[src/rtl/inst_buffer_pkg.sv]
// Shared types for the fetch-to-decode instruction buffer.
//   ibuf_entry_t : one buffered instruction {pc, inst, excp}
//   IB_DEPTH     : default number of buffer entries
package inst_buffer_pkg;

  localparam int unsigned IB_DEPTH = 8;
  localparam int unsigned XLEN     = 32;

  typedef struct packed {
    logic [XLEN-1:0] pc;
    logic [XLEN-1:0] inst;
    logic            excp;
  } ibuf_entry_t;

endpackage

[src/rtl/ibuf_mem.sv]
// Instruction buffer storage: DEPTH x ibuf_entry_t register file.
//   clk     : write clock
//   we_i    : per-port write enable (port 1 only used together with port 0)
//   waddr_i : per-port write index
//   wdata_i : per-port write entry
//   raddr_i : per-port asynchronous read index
//   rdata_o : per-port read entry
// Storage carries no reset; validity is tracked by the owner.
module ibuf_mem
  import inst_buffer_pkg::*;
#(
  parameter int unsigned DEPTH = IB_DEPTH,
  parameter int unsigned PTR_W = $clog2(DEPTH)
) (
  input  logic                     clk,
  input  logic        [1:0]        we_i,
  input  logic        [1:0][PTR_W-1:0] waddr_i,
  input  ibuf_entry_t [1:0]        wdata_i,
  input  logic        [1:0][PTR_W-1:0] raddr_i,
  output ibuf_entry_t [1:0]        rdata_o
);

  ibuf_entry_t mem_q [DEPTH];

  // Two write ports; the owner never targets the same index from both.
  always_ff @(posedge clk) begin
    for (int i = 0; i < 2; i++) begin
      if (we_i[i]) begin
        mem_q[waddr_i[i]] <= wdata_i[i];
      end
    end
  end

  assign rdata_o[0] = mem_q[raddr_i[0]];
  assign rdata_o[1] = mem_q[raddr_i[1]];

endmodule

[src/rtl/inst_buffer.sv]
// Instruction buffer between fetch and decode: a circular queue that
// accepts up to two instructions per cycle and presents the two oldest.
//   clk, rst   : clock, asynchronous active-high reset
//   flush      : drop all entries and any same-cycle push/pop
//   if_valid   : fetch slot valids (slot 1 honoured only with slot 0)
//   if_pc/if_inst/if_excp : fetch slot payloads
//   if_ready   : buffer has room for two entries this cycle
//   id_valid   : head / head+1 hold valid entries
//   id_pc/id_inst/id_excp : head / head+1 payloads
//   id_accept  : decode consumes head (bit 0) and head+1 (bit 1)
//   count      : current occupancy 0..DEPTH
module inst_buffer
  import inst_buffer_pkg::*;
#(
  parameter  int unsigned DEPTH = IB_DEPTH,
  localparam int unsigned PTR_W = $clog2(DEPTH)
) (
  input  logic                  clk,
  input  logic                  rst,
  input  logic                  flush,
  input  logic [1:0]            if_valid,
  input  logic [1:0][XLEN-1:0]  if_pc,
  input  logic [1:0][XLEN-1:0]  if_inst,
  input  logic [1:0]            if_excp,
  output logic                  if_ready,
  output logic [1:0]            id_valid,
  output logic [1:0][XLEN-1:0]  id_pc,
  output logic [1:0][XLEN-1:0]  id_inst,
  output logic [1:0]            id_excp,
  input  logic [1:0]            id_accept,
  output logic [PTR_W:0]        count
);

  localparam int unsigned CNT_W = PTR_W + 1;

  logic [PTR_W-1:0] head_q, head_d;
  logic [PTR_W-1:0] tail_q, tail_d;
  logic [CNT_W-1:0] count_q, count_d;
  logic             if_ready_q, if_ready_d;
  logic [1:0]       id_valid_q, id_valid_d;

  logic [1:0]       push_n;
  logic [1:0]       pop_n;

  logic        [1:0]            we;
  logic        [1:0][PTR_W-1:0] waddr;
  ibuf_entry_t [1:0]            wdata;
  logic        [1:0][PTR_W-1:0] raddr;
  ibuf_entry_t [1:0]            rdata;

  // Push/pop sizing from registered handshake state only.
  always_comb begin
    push_n = 2'd0;
    pop_n  = 2'd0;
    if (if_ready_q && if_valid[0]) begin
      push_n = if_valid[1] ? 2'd2 : 2'd1;
    end
    if (id_accept[0] && id_valid_q[0]) begin
      pop_n = (id_accept[1] && id_valid_q[1]) ? 2'd2 : 2'd1;
    end
  end

  // Pointer/occupancy next state; flush overrides any push or pop.
  always_comb begin
    head_d  = head_q + PTR_W'(pop_n);
    tail_d  = tail_q + PTR_W'(push_n);
    count_d = count_q + CNT_W'(push_n) - CNT_W'(pop_n);
    if (flush) begin
      head_d  = '0;
      tail_d  = '0;
      count_d = '0;
    end
    if_ready_d    = (count_d <= CNT_W'(DEPTH - 2));
    id_valid_d[0] = (count_d != '0);
    id_valid_d[1] = (count_d >= CNT_W'(2));
  end

  always_ff @(posedge clk or posedge rst) begin
    if (rst) begin
      head_q     <= '0;
      tail_q     <= '0;
      count_q    <= '0;
      if_ready_q <= 1'b1;
      id_valid_q <= 2'b00;
    end else begin
      head_q     <= head_d;
      tail_q     <= tail_d;
      count_q    <= count_d;
      if_ready_q <= if_ready_d;
      id_valid_q <= id_valid_d;
    end
  end

  // Storage write/read port hookup.
  always_comb begin
    we[0]    = !flush && (push_n != 2'd0);
    we[1]    = !flush && (push_n == 2'd2);
    waddr[0] = tail_q;
    waddr[1] = tail_q + PTR_W'(1);
    raddr[0] = head_q;
    raddr[1] = head_q + PTR_W'(1);
    for (int i = 0; i < 2; i++) begin
      wdata[i].pc   = if_pc[i];
      wdata[i].inst = if_inst[i];
      wdata[i].excp = if_excp[i];
    end
  end

  ibuf_mem #(
    .DEPTH (DEPTH),
    .PTR_W (PTR_W)
  ) u_mem (
    .clk     (clk),
    .we_i    (we),
    .waddr_i (waddr),
    .wdata_i (wdata),
    .raddr_i (raddr),
    .rdata_o (rdata)
  );

  always_comb begin
    for (int i = 0; i < 2; i++) begin
      id_pc[i]   = rdata[i].pc;
      id_inst[i] = rdata[i].inst;
      id_excp[i] = rdata[i].excp;
    end
  end

  assign if_ready = if_ready_q;
  assign id_valid = id_valid_q;
  assign count    = count_q;

endmodule

[config.mk]
export PLATFORM = sky130hd
export DESIGN_NAME = inst_buffer
export DESIGN_NICKNAME = d
export VERILOG_FILES = /design/src/rtl/inst_buffer_pkg.sv /design/src/rtl/ibuf_mem.sv /design/src/rtl/inst_buffer.sv
export SDC_FILE = /design/constraint.sdc
export NUM_CORES = 1
export LEC_CHECK = 0
export ABC_AREA = 1
export CELL_PAD_IN_SITES_DETAIL_PLACEMENT = 0
export CELL_PAD_IN_SITES_GLOBAL_PLACEMENT = 1
export CORE_MARGIN = 10
export CORE_UTILIZATION = 44
export CTS_CLUSTER_SIZE = 25
export DETAILED_ROUTE_END_ITERATION = 8
export HOLD_SLACK_MARGIN = 0.06
export PLACE_DENSITY_LB_ADDON = 0.3
export SLEW_MARGIN = 0
export SYNTH_ARGS = -nofsm -noshare
export SYNTH_HDL_FRONTEND = slang
export SYNTH_SLANG_ARGS = --single-unit
[constraint.sdc]
create_clock -name clk -period 7.15 [get_ports clk]
set_input_delay 1.43 -clock clk [delete_from_list [all_inputs] [get_ports clk]]
set_output_delay 1.43 -clock clk [all_outputs]
set_load 0.01 [all_outputs]
After elaboration in Yosys (flattened, before gate mapping) --
Memory sizes are Yosys's and may differ from the RTL's. Cells that the tools add are included.
Cells by class: add/subtract/negate cells 6, multipliers 0, divide/modulo/power cells 0, magnitude comparators 2, equality and inequality tests 1, shift-type cells 0, multiplexer cells 11, bitwise logic cells 0, reductions and logical operators 8
Operators by type and width (number):
- 2-bit two-way mux | 4
- 3-bit by 1-bit adder with 3-bit output (second input constant) | 2
- 3-bit by 2-bit adder with 3-bit output | 2
- 3-bit two-way mux | 2
- 1-bit logical AND | 5
- 4-bit by 2-bit adder with 4-bit output | 1
- 4-bit by 2-bit greater-or-equal comparator with 1-bit output (second input constant) | 1
- 4-bit by 3-bit <= comparator with 1-bit output (second input constant) | 1
- 1-bit two-way mux | 4
- 4-bit two-way mux | 1
- 4-bit nonzero test | 1
- 4-bit by 2-bit subtractor with 4-bit output | 1
- 2-bit == test (second input constant) | 1
- 2-bit nonzero test | 1
- 1-bit zero test | 1
Storage, ports and cells: flip-flop bits (word level) 13, latch bits 0, bits in writable memories 520, ROM bits 0, input port bits 137, word-level logic and storage cells 34, memories 1
Memories:
- u_mem.mem_q | depth 8, width 65, rd ports 2, clocked after Yosys merged registers in 0, write ports 2, RTL line ibuf_mem.sv:23 | ibuf_entry_t mem_q [DEPTH];

Logic depth before layout (Yosys ltp) --
Gate-level depths: netlist of run 1.
word-level depth 6, gate-level depth with buffers 12

Modules after synthesis --
From an unflattened synthesis of run 1, not the netlist that was laid out.
Second synthesis, totals: cells, all modules 4864, area, all modules 34783.4 um^2
Modules (own cells, without submodules):
- ibuf_mem | instances 1, cells an instance 4774, area an instance 33982.6 um^2
- inst_buffer | instances 1, cells an instance 90, area an instance 800.8 um^2

Least setup slack after synthesis of run 1 --
Ideal clock, no wire load.
path kind input to register, from input port flush, to memory u_mem.mem_q[4][0] (netlist name) (enable), library setup time 578 ps, arrival 6371 ps, data required time 6572 ps, setup slack 201 ps, cell stages on the path 4, buffers on the path 1, path through buf_6 > nor2_4 > nand3_1 > o21ai_0
RTL lines:
- start: declaration | RTL line inst_buffer.sv:20 | input logic flush,
- end: declaration | RTL line ibuf_mem.sv:23

==> impl_summary.txt, run 1 <==
----------------------------------------------------
[STA]
  Timing-limited maximum frequency ... 173 MHz
  Sum of negative setup slack ... 0 ps
  Fin Clk Skew ... about 26 ps
  Final setup violation count ... 0
  Remaining max-slew budget at the tightest pin ... 0.143
  Final cycle utilization of the critical path ... 0.807
  Final worst path period need ... a little under 6000 ps
  Fin worst setup slack ... between 1000 and 1500 ps
  Final Slew Violations ... 0
  Final Hold Fails ... 0
  Unrepaired setup endpoints after global routing ... false
  Actual transition at the worst max-transition pin ... 1280 ps

[Power]
  Proportion of power drawn by flip-flops and latches ... 0.300
  Total net switching power ... approximately 4.9 mW
  Switching share of power ... 0.393
  Cell area power density ... 326 mW/mm^2
  LEAKAGE ... 16.6 nW
  Internal ... 7.52 mW
  Share of power burned in the clock network ... 0.259
  Power share of the combinational group ... 0.441
  Worst ir drop on vdd ... 0.205 mV

[Cells and area]
  Post-Layout Cell Count ... 5620
  Nets ... 4695
  Post-layout util ... 0.499
  Number of diodes added for antenna fixing ... 0
  Total non-filler cell area in the finished layout ... between 0.03 and 0.04 mm^2
  Layout area overhead ... 12.4%
  Share of cells above drive strength 1 ... 0.0357

[Route]
  DRT Pass-1 Iters ... 6
  Met3 wirelength from detailed routing ... 8.44 mm
  Wire length after detailed routing ... between 100 and 150 mm
  Initial drt markers ... between 2000 and 3000
  Highest signal layer in the routed design ... met5
  Average via count per standard cell ... 5.42
  Mean routed wirelength per cell ... 21.2 um
  Met1 WL ... 47.9 mm
  Post-detailed-route DRC marker count ... 0
  Met2 WL ... 59.7 mm
  Routed vias ... 30500
  Antenna-violating nets left ... 0

[Setup path]
  Critical path capture point type ... output port
  Element type at the critical path start ... flip-flop
  Worst path arrival time ... 4340 ps
  Critical Setup Path Class ... reg2out
  Critical path data required time ... about 5700 ps
  Peak fanout along the critical path ... 50

[Yosys]
  Library cell occupying the most area in the post-synthesis netlist ... edfxtp_1
  Syn Area/Cell ... 7.32 um^2
  Synth Instances ... 4611
  Cell with the most instances after synthesis ... nand2_1
  Post-synthesis register bit count ... between 500 and 600
  Share of synthesized flip-flops with an asynchronous set or reset ... 0.0244
  Most frequent cells after synthesis ... nand2_1 (2364), edfxtp_1 (520), o21ai_0 (398)
  Sequential-to-total area share from yosys stat ... 0.473
  Dominant register cell in the synthesized netlist ... edfxtp_1
  Portion of synthesized cell area occupied by the leading cell type ... 0.463
  Most area-consuming cells after synthesis ... edfxtp_1 (46%), nand2_1 (26%), o21ai_0 (5.9%), a21oi_1 (5.8%), inv_1 (3.2%)
  Total of warnings raised by yosys ... 0
  Count of distinct cell types in the synthesized netlist ... 26
  Post-synth EDFFs ... 520
  Nets in the synthesized netlist ... 4760
  Post-Synthesis Cell Area ... 0.0337 mm^2

[Floorplan]
  Num ports ... 274
  Die Width ... 297 um
  Chip Height ... 297 um
  FP Rows ... 101
  Initial core utilization ... 0.444
  Floorplan core area ... 0.0759 mm^2
  Die Footprint ... 0.0881 mm^2

[Placement]
  Setup slack after placement ... 1990 ps
  Post-detailed-placement half-perimeter wirelength ... around 68 mm
  Placer Congestion ... 0.806
  Number of I/O port buffers ... ~270
  Cell area after placement ... about 0.036 mm^2
  Placed insts ... 5508

[Clock tree]
  Number of buffers inserted during clock tree synthesis ... 66
  TritonCTS sink count ... 533
  Hold-fix buffers at CTS ... 0
  CTS-repair resized insts ... 0
  Clock Path Buffers ... 3
  Clock latency of the later-clocked register in the worst-skew pair ... 620 ps
  Post-CTS setup buffer count ... 0
  Level count of the clock H-tree ... 3
  Clock-pin transition on the worst setup and hold timing paths ... 60 ps
  Root cell of the clock tree ... clkbuf_16
  CTS tree ... done

[Global routing]
  Grt total ovfl ... 0
  All-Layer GR Usage ... 0.258
  Wire length of the first global-routing pass ... between 150 and 200 mm
  Maximum number of pins on one net before global-route repair ... 197
  Antenna violations before repair ... 3
  Via count of the first global-routing pass ... 29000

[Min path]
  Worst min-delay path class ... reg2reg

[Run status]
  Outcome ... complete, no violations

[Job]
  Max Cap Violations ... 0

----------------------------------------------------
## per-layer routing
layer | track usage | vias to the layer above
met5 | 0 | -
met4 | 0.0787 | 6
met3 | 0.0407 | 221
met2 | 0.454 | 1227
met1 | 0.321 | 14400
li1 | - | 14700
## kinds of logic after synthesis
group,after synthesis,synth area share
flops,533,0.473
simple gates,2399,0.268
xor+xnor,4,0.00126
compound gates,924,0.147
fa+ha+maj,12,0.00534
buf+inv,739,0.106
## cell usage in the layout (no fill, tap or decap), types with 11 or more instances in the layout
cell type / netlist / layout
a21oi_1: 394 / 394
buf_4: 45 / 33
clkbuf_1: 94 / 14
clkbuf_16: 0 / 71
clkdlybuf4s50_1: 0 / 273
clkinv_1: 0 / 14
clkinv_2: 0 / 11
edfxtp_1: 520 / 520
inv_1: 292 / 289
nand2_1: 2364 / 2356
nor2_1: 20 / 12
nor2_4: 3 / 11
o211ai_1: 130 / 130
o21ai_0: 398 / 392
## final timing paths
check,from,end,slack [ps],depth (start not counted)
max in group asynchronous,rst,head_q[1],5580,2
min in group asynchronous,rst,head_q[2],1160,2
max reg2reg,tail_q[0],u_mem.mem_q[6][53],3070,5
min reg2reg,tail_q[2],tail_q[2],710,1
min,tail_q[2],tail_q[2],710,1
max,head_q[1],id_inst[37],1380,9
## through the flow
stage / power [mW] / hold slack (ps)
CTS: 12.4 / 710
global route: 13.1 / 777
detailed placement: 9.25 / 702
global placement: 9.24 / 679
floorplan: 7.04 / 547
finish: 12.4 / 711
## sequential cells by signal, indices dropped and copies added, names as in the netlist
name,flops
if_ready,1
count,4
u_mem.mem_q,520
tail_q,3
id_valid,2
head_q,3
## power groups by stage
stage,clock network (mW),registers (mW),logic [mW]
finish,3.20,3.72,5.46
global route,3.35,3.73,6.02
CTS,3.23,3.72,5.49
detailed placement,0,3.78,5.47
global placement,0,3.78,5.47
floorplan,0,3.76,3.28
## critical path, cell delays in order (launching register included)
cell             delay [ps]
dfrtp_4                 650
ha_4                    820
inv_4                   470
buf_4                   510
a21oi_1                 210
o21ai_0                 100
nand2_1                  70
nand2_1                  50
nand2_1                 210
clkdlybuf4s50_1         580
## final cells by class
class	instances	area, um^2
clock inverters	26	144
inverters	293	1110
fillers	7399	38000
well taps	1030	1290
clock buffers	86	1840
multi-input cells	3339	14500
repair buffers	313	3120
flip-flops and latches	533	16000
Note: power is estimated with default switching activity, not from simulation.
==> run 2: changes to the inputs <==
--- a/config.mk
+++ b/config.mk
@@ -9,7 +9,7 @@
 export CELL_PAD_IN_SITES_DETAIL_PLACEMENT = 0
 export CELL_PAD_IN_SITES_GLOBAL_PLACEMENT = 1
 export CORE_MARGIN = 10
-export CORE_UTILIZATION = 44
+export CORE_UTILIZATION = 39
 export CTS_CLUSTER_SIZE = 25
 export DETAILED_ROUTE_END_ITERATION = 8
 export HOLD_SLACK_MARGIN = 0.06
==> constraint.sdc (replaced) <==
create_clock -name clk -period 5.15 [get_ports clk]
set_input_delay 1.03 -clock clk [delete_from_list [all_inputs] [get_ports clk]]
set_output_delay 1.03 -clock clk [all_outputs]
set_load 0.01 [all_outputs]
==> impl_summary.txt, run 2 (synthesis gave the netlist of run 1 again) <==
----------------------------------------------------
[Run status]
  Outcome ... complete, no violations

[Cells and area]
  Most common cell after layout, fill and taps aside ... nand2_1
  Share of cells above drive strength 1 ... 0.0407
  Layout area overhead ... 13.9%
  Post-Layout Cell Count ... 5766
  Largest register FFs ... 520
  Fill cell instance count of the final layout ... 8510
  Area occupied by multi-input gates ... 0.0145 mm^2
  Nets ... 4715
  Register area ... 0.0160 mm^2
  Most frequent cells in the layout ... nand2_1 (2356), edfxtp_1 (520), a21oi_1 (394)

[STA]
  Remaining max-slew budget at the tightest pin ... 0.124
  Timing-limited maximum frequency ... 213 MHz
  Actual transition at the worst max-transition pin ... 1310 ps
  Sum of negative setup slack ... 0 ps
  Final Slew Violations ... 0
  Fin Clk Skew ... 20.3 ps
  Final worst path period need ... 4690 ps
  Final cycle utilization of the critical path ... 0.912
  Final Hold Fails ... 0
  Final setup violation count ... 0
  Unrepaired setup endpoints after global routing ... false

[Floorplan]
  Floorplan core area ... 0.0855 mm^2
  Die Width ... approximately 310 um
  Die Footprint ... around 0.099 mm^2
  Chip Height ... between 300 and 400 um
  FP Rows ... 107
  Initial core utilization ... 0.394
  Num ports ... roughly 270

[Global routing]
  Grt total ovfl ... 0
  Via count of the first global-routing pass ... 29000
  Maximum number of pins on one net before global-route repair ... approximately 270
  All-Layer GR Usage ... 0.250
  Antenna violations before repair ... 10
  Wire length of the first global-routing pass ... between 150 and 200 mm

[Power]
  Power share of the combinational group ... 0.444
  Total net switching power ... 6.91 mW
  Cell area power density ... 454 mW/mm^2
  Share of power burned in the clock network ... 0.260
  Switching share of power ... 0.396
  Internal ... 10.5 mW
  LEAKAGE ... 16.8 nW
  Worst ir drop on vdd ... ~0.57 mV
  Total design power ... 17.4 mW
  Proportion of power drawn by flip-flops and latches ... 0.295

[Route]
  Routed vias ... 30600
  Antenna-violating nets left ... 0
  Initial drt markers ... 3096
  DRT Pass-1 Iters ... 6
  Average via count per standard cell ... around 5.3
  Post-detailed-route DRC marker count ... 0
  Wire length after detailed routing ... 128 mm
  Mean routed wirelength per cell ... approximately 22 um

[Placement]
  Placer Congestion ... 0.821
  Placed insts ... around 5600
  Number of I/O port buffers ... 273
  Post-detailed-placement half-perimeter wirelength ... 69.5 mm

[Clock tree]
  Clock latency of the later-clocked register in the worst-skew pair ... 630 ps
  Number of buffers inserted during clock tree synthesis ... 67
  Post-CTS setup buffer count ... 0
  Root cell of the clock tree ... clkbuf_16
  TritonCTS sink count ... between 500 and 600
  Clock Path Buffers ... 3
  Hold-fix buffers at CTS ... 0
  Clock-pin transition on the worst setup and hold timing paths ... roughly 50 ps
  CTS-repair resized insts ... 0
  CTS tree ... done
  Level count of the clock H-tree ... 3

[Setup path]
  Critical path data required time ... 4120 ps
  Critical Setup Path Class ... reg2out
  Worst path arrival time ... ~3700 ps
  Critical path capture point type ... output port
  Peak fanout along the critical path ... 53
  Element type at the critical path start ... flip-flop

[Job]
  Max Cap Violations ... 0

[Min path]
  Worst min-delay path class ... reg2reg

----------------------------------------------------
[run 2: final timing paths]
kind                                 endpoint  cells past startpoint  slack (ps)       from
max                                 id_pc[53]                      9         460  head_q[0]
min in group asynchronous           head_q[1]                      2         760        rst
max reg2reg                u_mem.mem_q[2][43]                      7        1910  tail_q[0]
min reg2reg                         tail_q[2]                      1         660  tail_q[2]
min                                 tail_q[2]                      1         660  tail_q[2]
max in group asynchronous           head_q[2]                      2        4000        rst
[run 2: layer usage]
layer  share of wire  vias up  GRT usage
met2            0.49     1177      0.430
met4           0.031        6     0.0887
li1                -    14700          -
met3           0.071      240     0.0362
met1            0.41    14400      0.315
met5         0.00034        -          0
[run 2: worst max-delay path: stages, from the launching register on]
cell             delay (ps)
dfrtp_4                 730
ha_4                    300
inv_4                   620
buf_4                   410
a21oi_1                  60
o21ai_0                 100
nand2_1                  70
nand2_1                  60
nand2_1                 130
clkdlybuf4s50_1         520
[run 2: stage by stage]
stage,hold WS [ps],instance area (um^2),util,setup WS [ps]
floorplan,547,33700,-,-1390
global placement,634,36400,0.425,1090
detailed placement,648,36400,0.425,1070
CTS,656,38400,0.449,415
global route,716,38400,0.449,289
finish,659,38400,0.449,456
[run 2: layout make-up]
type	count	share of cell area
timing repair buffer	332	0.0888
clock buffer	81	0.0461
multi-input combinational	3339	0.376
clock inverter	36	0.00713
sequential	533	0.415
inverter	293	0.0289
antenna	8	0.000521
tap	1144	0.0372
[run 2: power by group through the flow]
stage | combinational [mW] | sequential, mW | clock (mW)
final | 7.75 | 5.15 | 4.54
after CTS | 7.81 | 5.15 | 4.60
after floorplan | 4.56 | 5.22 | 0
after global routing | 8.55 | 5.17 | 4.75
after global placement | 7.76 | 5.23 | 0
after detailed placement | 7.77 | 5.24 | 0
